### src/rtl/game_pkg.sv
// Shared court geometry, fixed-point format and jump state encoding for the
// player/ball stages. Coordinates are 320x240, y-up, Q10.6 internally.
package game_pkg;

    localparam int SCREEN_W   = 320;
    localparam int SCREEN_H   = 240;
    localparam int FLOOR_Y    = 30;
    localparam int NET_X      = 160;
    localparam int NET_HALF_W = 6;
    localparam int FRAC_W     = 6;

    localparam int SERVE_X_P1 = 80;
    localparam int SERVE_X_P2 = 240;

    typedef enum logic [1:0] {
        GROUND  = 2'd0,
        RISING  = 2'd1,
        FALLING = 2'd2
    } jump_state_e;

    // Integer pixels to unsigned Q10.6.
    function automatic logic [15:0] to_q(input int px);
        return 16'(px << FRAC_W);
    endfunction

endpackage

### src/rtl/player_motion_if.sv
// Control/position bundle between the input register stage and a player
// kinematics instance.
interface player_motion_if;

    logic       frame_tick;
    logic       freeze;
    logic       round_reset;
    logic       op_move_left;
    logic       op_move_right;
    logic       op_jump;
    logic [9:0] pos_x;
    logic [9:0] pos_y;
    logic       airborne;
    logic       jump_start;

    modport master (
        output frame_tick, freeze, round_reset, op_move_left, op_move_right, op_jump,
        input  pos_x, pos_y, airborne, jump_start
    );

    modport slave (
        input  frame_tick, freeze, round_reset, op_move_left, op_move_right, op_jump,
        output pos_x, pos_y, airborne, jump_start
    );

endinterface

### src/rtl/jump_fsm.sv
// Vertical kinematics: GROUND/RISING/FALLING state, Q4.6 velocity, Q10.6 foot
// height and landing detect. PLAYER_DOUBLE_JUMP_EN enables one air jump.
module jump_fsm
    import game_pkg::*;
#(
    parameter int JUMP_V   = 320,
    parameter int GRAVITY  = 16,
    parameter int MAX_FALL = 384
) (
    input  logic       clk,
    input  logic       rst_n,
    input  logic       i_srst,
    input  logic       i_step,
    input  logic       i_trigger,
    output logic [9:0] o_y_pix,
    output logic       o_airborne,
    output logic       o_jump_start
);

    localparam logic signed [9:0]  L_JUMP_V   = 10'(JUMP_V);
    localparam logic signed [10:0] L_NEG_MAX  = 11'sd0 - 11'(MAX_FALL);
    localparam logic signed [16:0] L_FLOOR_Q  = 17'(FLOOR_Y << FRAC_W);
    localparam logic [15:0]        L_FLOOR_UQ = to_q(FLOOR_Y);

    jump_state_e        r_state;
    logic signed [9:0]  r_vel;
    logic [15:0]        r_y_q;
    logic               r_airborne;
    logic               r_jump_start;
    logic               w_air_trig;
    logic signed [10:0] w_v_dec;
    logic signed [9:0]  w_v_next;
    logic signed [16:0] w_y_next;
    logic               w_land;

`ifdef PLAYER_DOUBLE_JUMP_EN
    logic r_air_jump;
    assign w_air_trig = i_trigger && !r_air_jump;
`else
    assign w_air_trig = 1'b0;
`endif

    // Gravity step with fall-speed saturation and signed landing compare.
    always_comb begin
        w_v_dec = {r_vel[9], r_vel} - 11'(GRAVITY);
        if (w_v_dec < L_NEG_MAX) begin
            w_v_next = L_NEG_MAX[9:0];
        end else begin
            w_v_next = w_v_dec[9:0];
        end
        w_y_next = $signed({1'b0, r_y_q}) + $signed({{7{w_v_next[9]}}, w_v_next});
        w_land   = (w_y_next <= L_FLOOR_Q);
    end

    // Jump state machine; round_reset and async reset both abort to the floor.
    always_ff @(posedge clk or negedge rst_n) begin
        if (!rst_n) begin
            r_state      <= GROUND;
            r_vel        <= 10'sd0;
            r_y_q        <= L_FLOOR_UQ;
            r_airborne   <= 1'b0;
            r_jump_start <= 1'b0;
`ifdef PLAYER_DOUBLE_JUMP_EN
            r_air_jump   <= 1'b0;
`endif
        end else if (i_srst) begin
            r_state      <= GROUND;
            r_vel        <= 10'sd0;
            r_y_q        <= L_FLOOR_UQ;
            r_airborne   <= 1'b0;
            r_jump_start <= 1'b0;
`ifdef PLAYER_DOUBLE_JUMP_EN
            r_air_jump   <= 1'b0;
`endif
        end else begin
            r_jump_start <= 1'b0;
            if (i_step) begin
                case (r_state)
                    GROUND: begin
                        if (i_trigger) begin
                            r_vel        <= L_JUMP_V;
                            r_state      <= RISING;
                            r_airborne   <= 1'b1;
                            r_jump_start <= 1'b1;
                        end
                    end
                    RISING, FALLING: begin
                        if (w_air_trig) begin
                            r_vel        <= L_JUMP_V;
                            r_state      <= RISING;
                            r_jump_start <= 1'b1;
`ifdef PLAYER_DOUBLE_JUMP_EN
                            r_air_jump   <= 1'b1;
`endif
                        end else if (w_land) begin
                            r_y_q      <= L_FLOOR_UQ;
                            r_vel      <= 10'sd0;
                            r_state    <= GROUND;
                            r_airborne <= 1'b0;
`ifdef PLAYER_DOUBLE_JUMP_EN
                            r_air_jump <= 1'b0;
`endif
                        end else begin
                            r_y_q <= w_y_next[15:0];
                            r_vel <= w_v_next;
                            if (r_state == RISING && w_v_next <= 10'sd0) begin
                                r_state <= FALLING;
                            end
                        end
                    end
                    default: begin
                        r_state    <= GROUND;
                        r_vel      <= 10'sd0;
                        r_y_q      <= L_FLOOR_UQ;
                        r_airborne <= 1'b0;
                    end
                endcase
            end
        end
    end

    assign o_y_pix      = r_y_q[15:6];
    assign o_airborne   = r_airborne;
    assign o_jump_start = r_jump_start;

endmodule

### src/rtl/player_motion.sv
// Per-player kinematics: clamped horizontal motion, jump edge detect and the
// round_reset > freeze > frame_tick priority. Option: PLAYER_DOUBLE_JUMP_EN.
module player_motion
    import game_pkg::*;
#(
    parameter int SIDE       = 0,
    parameter int MOVE_SPEED = 3,
    parameter int JUMP_V     = 320,
    parameter int GRAVITY    = 16,
    parameter int MAX_FALL   = 384,
    parameter int HALF_W     = 16
) (
    input  logic            clk,
    input  logic            rst_n,
    player_motion_if.slave  bus
);

    localparam int L_X_MIN = (SIDE == 0) ? HALF_W : NET_X + NET_HALF_W + HALF_W;
    localparam int L_X_MAX = (SIDE == 0) ? NET_X - NET_HALF_W - HALF_W : SCREEN_W - 1 - HALF_W;
    localparam logic signed [16:0] L_MIN_Q   = 17'(L_X_MIN << FRAC_W);
    localparam logic signed [16:0] L_MAX_Q   = 17'(L_X_MAX << FRAC_W);
    localparam logic signed [16:0] L_STEP_Q  = 17'(MOVE_SPEED << FRAC_W);
    localparam logic [15:0]        L_SERVE_Q = to_q((SIDE == 0) ? SERVE_X_P1 : SERVE_X_P2);

    logic [15:0]        r_x_q;
    logic               r_jump_prev;
    logic               w_step;
    logic               w_trigger;
    logic signed [16:0] w_x_move;
    logic [15:0]        w_x_next;

    assign w_step    = bus.frame_tick && !bus.freeze;
    assign w_trigger = bus.op_jump && !r_jump_prev;

    // One guard bit keeps a leftward step from wrapping before the clamp.
    always_comb begin
        case ({bus.op_move_left, bus.op_move_right})
            2'b10:   w_x_move = $signed({1'b0, r_x_q}) - L_STEP_Q;
            2'b01:   w_x_move = $signed({1'b0, r_x_q}) + L_STEP_Q;
            default: w_x_move = $signed({1'b0, r_x_q});
        endcase
        if (w_x_move < L_MIN_Q) begin
            w_x_next = L_MIN_Q[15:0];
        end else if (w_x_move > L_MAX_Q) begin
            w_x_next = L_MAX_Q[15:0];
        end else begin
            w_x_next = w_x_move[15:0];
        end
    end

    // Horizontal position and jump edge history, advanced only on accepted ticks.
    always_ff @(posedge clk or negedge rst_n) begin
        if (!rst_n) begin
            r_x_q       <= L_SERVE_Q;
            r_jump_prev <= 1'b0;
        end else if (bus.round_reset) begin
            r_x_q       <= L_SERVE_Q;
            r_jump_prev <= 1'b0;
        end else if (w_step) begin
            r_x_q       <= w_x_next;
            r_jump_prev <= bus.op_jump;
        end
    end

    jump_fsm #(
        .JUMP_V   (JUMP_V),
        .GRAVITY  (GRAVITY),
        .MAX_FALL (MAX_FALL)
    ) u_jump (
        .clk          (clk),
        .rst_n        (rst_n),
        .i_srst       (bus.round_reset),
        .i_step       (w_step),
        .i_trigger    (w_trigger),
        .o_y_pix      (bus.pos_y),
        .o_airborne   (bus.airborne),
        .o_jump_start (bus.jump_start)
    );

    assign bus.pos_x = r_x_q[15:6];

endmodule
### src/flat_wrapper.sv
// flat-port wrapper written by rule: the top's interface ports become plain ports
module player_motion_flat import game_pkg::*;
#(
    parameter int SIDE       = 0,
    parameter int MOVE_SPEED = 3,
    parameter int JUMP_V     = 320,
    parameter int GRAVITY    = 16,
    parameter int MAX_FALL   = 384,
    parameter int HALF_W     = 16
)
  (clk, rst_n, bus_frame_tick, bus_freeze, bus_round_reset, bus_op_move_left, bus_op_move_right, bus_op_jump, bus_pos_x, bus_pos_y, bus_airborne, bus_jump_start);
  player_motion_if bus_i ();
  input  logic clk;
  input  logic rst_n;
  input wire logic [$bits(bus_i.frame_tick)-1:0] bus_frame_tick;
  input wire logic [$bits(bus_i.freeze)-1:0] bus_freeze;
  input wire logic [$bits(bus_i.round_reset)-1:0] bus_round_reset;
  input wire logic [$bits(bus_i.op_move_left)-1:0] bus_op_move_left;
  input wire logic [$bits(bus_i.op_move_right)-1:0] bus_op_move_right;
  input wire logic [$bits(bus_i.op_jump)-1:0] bus_op_jump;
  output wire logic [$bits(bus_i.pos_x)-1:0] bus_pos_x;
  output wire logic [$bits(bus_i.pos_y)-1:0] bus_pos_y;
  output wire logic [$bits(bus_i.airborne)-1:0] bus_airborne;
  output wire logic [$bits(bus_i.jump_start)-1:0] bus_jump_start;
  assign bus_i.frame_tick = bus_frame_tick;
  assign bus_i.freeze = bus_freeze;
  assign bus_i.round_reset = bus_round_reset;
  assign bus_i.op_move_left = bus_op_move_left;
  assign bus_i.op_move_right = bus_op_move_right;
  assign bus_i.op_jump = bus_op_jump;
  assign bus_pos_x = bus_i.pos_x;
  assign bus_pos_y = bus_i.pos_y;
  assign bus_airborne = bus_i.airborne;
  assign bus_jump_start = bus_i.jump_start;
  player_motion #(.SIDE(SIDE), .MOVE_SPEED(MOVE_SPEED), .JUMP_V(JUMP_V), .GRAVITY(GRAVITY), .MAX_FALL(MAX_FALL), .HALF_W(HALF_W)) u_core (.clk(clk), .rst_n(rst_n), .bus(bus_i));
endmodule
### config.mk
export PLATFORM = sky130hd
export DESIGN_NAME = player_motion_flat
export DESIGN_NICKNAME = d
export VERILOG_FILES = /design/src/rtl/game_pkg.sv /design/src/rtl/player_motion_if.sv /design/src/rtl/jump_fsm.sv /design/src/rtl/player_motion.sv /design/src/flat_wrapper.sv
export SDC_FILE = /design/constraint.sdc
export NUM_CORES = 1
export LEC_CHECK = 0
export ABC_AREA = 0
export BUFFER_PORTS_ARGS = -buffer_cell sky130_fd_sc_hd__buf_4
export CAP_MARGIN = 20
export CORE_UTILIZATION = 57
export DETAILED_ROUTE_END_ITERATION = 6
export PLACE_DENSITY_LB_ADDON = 0.3
export SLEW_MARGIN = 20
export SYNTH_ARGS = -nofsm -noshare
export SYNTH_HDL_FRONTEND = slang
export SYNTH_HIERARCHICAL = 1
export SYNTH_SLANG_ARGS = --single-unit
### constraint.sdc
create_clock -name clk -period 6.65 [get_ports clk]
set_input_delay 0.3325 -clock clk [delete_from_list [all_inputs] [get_ports clk]]
set_output_delay 0.3325 -clock clk [all_outputs]
set_load 0.05 [all_outputs]
==> summary.md <==
| Metric | Value |
|---|---|
| Synth top area share | `21.48%` |
| Outcome | `finished, final reports clean` |
| RSZ-0062 raised after global routing | `false` |
| Worst Path Arrival | `5870 ps` |
| Seq/Total Area, Yosys | `25.35%` |
| First-pass GRT wire length | `17.10 mm` |
| Initial drt markers | `327` |
| Die area | `0.007496 mm²` |
| Area Overhead vs Synth | `7.088%` |
| Synthesis warning total | `6` |
| Slew headroom | `44.49%` |
| Vias in the first global route | `3627` |
| TritonCTS clock tree | `done` |
| # setup viols final | `0` |
| Post-cts hold buffer count | `0` |
| Starting Density | `59.36%` |
| Req. time, crit path | `6840 ps` |
| Slew Limit Fails | `0` |
| Max Root-Sink Buffers | `2` |
| Core Area | `0.006869 mm²` |
| Post_cts resized | `0` |
| Fin Setup TNS | `0 ps` |
| Antenna-violating nets left | `0` |
| Ports | `30` |
| Largest net degree at the start of global routing | `42` |
| Syn avg cell area | `8.531 µm²` |
| Crit Reg-Reg Endpoint | `u_core/u_jump/r_state[1]$_DFFE_PN0P_` |
| Area leader, netlist | `dfrtp_1` |
| Root Driver | `clkbuf_8` |
| Most area-consuming cells after synthesis | `dfrtp_1 (21%), ha_1 (8.6%), dfstp_2 (3.9%)` |
| Startpoint Class | `flop` |
| Max-cap violation count | `0` |
| DR WL/cell | `17.15 µm` |
| Reg2reg setup slack | `970 ps` |
| Vias per std cell | `6.493` |
| DRC viols | `0` |
| Hold Vio Cnt, Final | `0` |
| Gr ovfl total | `0` |
| Most frequent cells in the layout | `nand2_1 (41), dfrtp_1 (35), buf_4 (32)` |
| Ys async rst share | `100.0%` |
| Die Y | `86.58 µm` |
| Initial antenna violation count | `0` |
| Mapped cell area | `0.004078 mm²` |
| R2R cell count | `18` |
| Final worst-path cycle share | `85.43%` |
| Synth unique cells | `82` |
| Crit end category | `flop` |
| Number of synthesized flops with an enable pin | `0` |
| Critical path class | `reg2reg` |
| Gp weighted congestion | `0.9524` |
| Port bufs | `29` |
| Actual slew at the worst max-slew pin | `811.6 ps` |
| Total number of vias | `3792` |
| Share of cells above drive strength 1 | `15.57%` |
| Clock Pin Slew Worst Setup and Hold Paths | `80 ps` |
| Max Clock Skew | `10.58 ps` |
| CTS HTree Levels | `2` |
| Die W | `86.58 µm` |
| CP Max Fanout | `14` |
| Min Tclk post-route | `5681 ps` |
| Post-DP HPWL | `7.648 mm` |
| Fmax | `176.0 MHz` |
| DRT Wirelength | `10.01 mm` |
| Num rows | `30` |
| Total CTS buffers | `5` |
| Top FF cell, synth | `dfrtp_1` |
| Clk Latency, worst-skew pair | `300 ps` |
| Most common cell after layout, fill and taps aside | `nand2_1` |
| Synth Net Count | `514` |
| Sink Count | `41` |
| FILL cells | `616` |
| Reg2reg start | `u_core/u_jump/r_vel[4]$_DFFE_PN0P_` |
| N_diodes | `0` |
| Min-delay worst type | `in2async` |
| Flops & latches, synth | `41` |
| Drt pass-1 iters | `5` |
| Total GRT Usage | `28.61%` |
| Post CTS Setup Buffer Count | `0` |
| Final-stage net count | `523` |
| Syn Inst Count | `478` |
## area by class of cell
cell class / count / area, µm² / share of cell area (%)
clock inverter: 1 / 30.03 / 0.6877
multi-input combinational: 389 / 2789 / 63.87
tap: 96 / 120.1 / 2.751
clock buffer: 7 / 86.33 / 1.977
timing repair buffer: 32 / 240.2 / 5.501
sequential: 41 / 1033 / 23.67
inverter: 18 / 67.56 / 1.547
## flip-flops by register name, indices dropped and copies added (netlist names)
register	flops
u_core/r_x_q	10
u_core/u_jump/o_jump_start	1
u_core/u_jump/o_airborne	1
u_core/r_jump_prev	1
u_core/u_jump/r_y_q	16
u_core/u_jump/r_state	2
u_core/u_jump/r_vel	10
## per-layer routing
layer / share of wire [%] / global-route usage [%] / wire [µm] / vias up
met5: 0 / 0 / 0 / -
met4: 1.9 / 9.697 / 188 / 0
met3: 7.2 / 4.095 / 720 / 25
met2: 42 / 42.21 / 4221 / 154
met1: 49 / 42.55 / 4883 / 1804
li1: - / - / - / 1809
## cell usage after synthesis (8+ instances only)
master,n
clkbuf_1,10
ha_1,28
buf_4,10
a21o_1,20
nand2_1,41
nor2_1,27
a21oi_1,28
o21ai_0,18
inv_1,18
xor2_1,8
nor3_1,11
nor2b_1,10
nand2b_1,9
nand3_1,17
a22o_1,12
dfrtp_1,35
xnor2_1,17
## critical path: stages, from the launching register on
cell and delay (ps):
dfrtp_1 530, inv_1 160, ha_1 320, or2_2 310, a211o_1 350, and2_1 210
a21oi_2 310, nor2_1 100, ha_1 380, a21o_1 250, a21o_1 190, maj3_1 390
a21oi_1 200, a21oi_1 90, o221a_1 270, or4_1 520, or3_4 480, a31o_1 260
a22o_1 230
## kinds of logic (layout without fill, tap and decap cells)
group                    after synthesis  after routing  synth area share, %
XOR/XNOR                              25             25                5.370
multiplexers                           5              5                1.258
AND/OR/NAND/NOR                      164            164                21.48
adder cells (fa/ha/maj)               30             30                9.083
AO/OA/AOI/OAI                        165            165                31.21
flip-flops                            41             41                25.35
buffers and inverters                 48             58                6.259
## worst max path at each step
stage	slack (ps)	startpoint	endpoint	depth (start not counted)
finish	970	u_core/u_jump/r_vel[4]$_DFFE_PN0P_	u_core/u_jump/r_state[1]$_DFFE_PN0P_	18
detailed placement	1070	u_core/u_jump/r_vel[4]$_DFFE_PN0P_	u_core/u_jump/r_state[1]$_DFFE_PN0P_	18
global placement	1170	u_core/u_jump/r_vel[4]$_DFFE_PN0P_	u_core/u_jump/r_state[1]$_DFFE_PN0P_	18
global route	710	u_core/u_jump/r_vel[4]$_DFFE_PN0P_	u_core/u_jump/r_vel[3]$_DFFE_PN0P_	22
floorplan	1660	u_core/u_jump/r_vel[4]$_DFFE_PN0P_	u_core/u_jump/r_y_q[5]$_DFFE_PN0P_	20
CTS	1040	u_core/u_jump/r_vel[4]$_DFFE_PN0P_	u_core/u_jump/r_state[1]$_DFFE_PN0P_	18
## metrics by stage
step	cell area [µm²]	std cells	utilization [%]	hold WS, ps	setup WS, ps
after floorplan	4078	478	-	36.91	1661
after global placement	4250	576	61.88	342.1	1173
after detailed placement	4250	576	61.88	342.8	1073
after CTS	4367	584	63.57	20.27	1044
after global routing	4367	584	63.57	46.62	707.3
final	4367	584	63.57	4.447	968.6
Power is not shown: default switching activity piles up to over one toggle a cycle in this logic, so the estimate is an artifact.
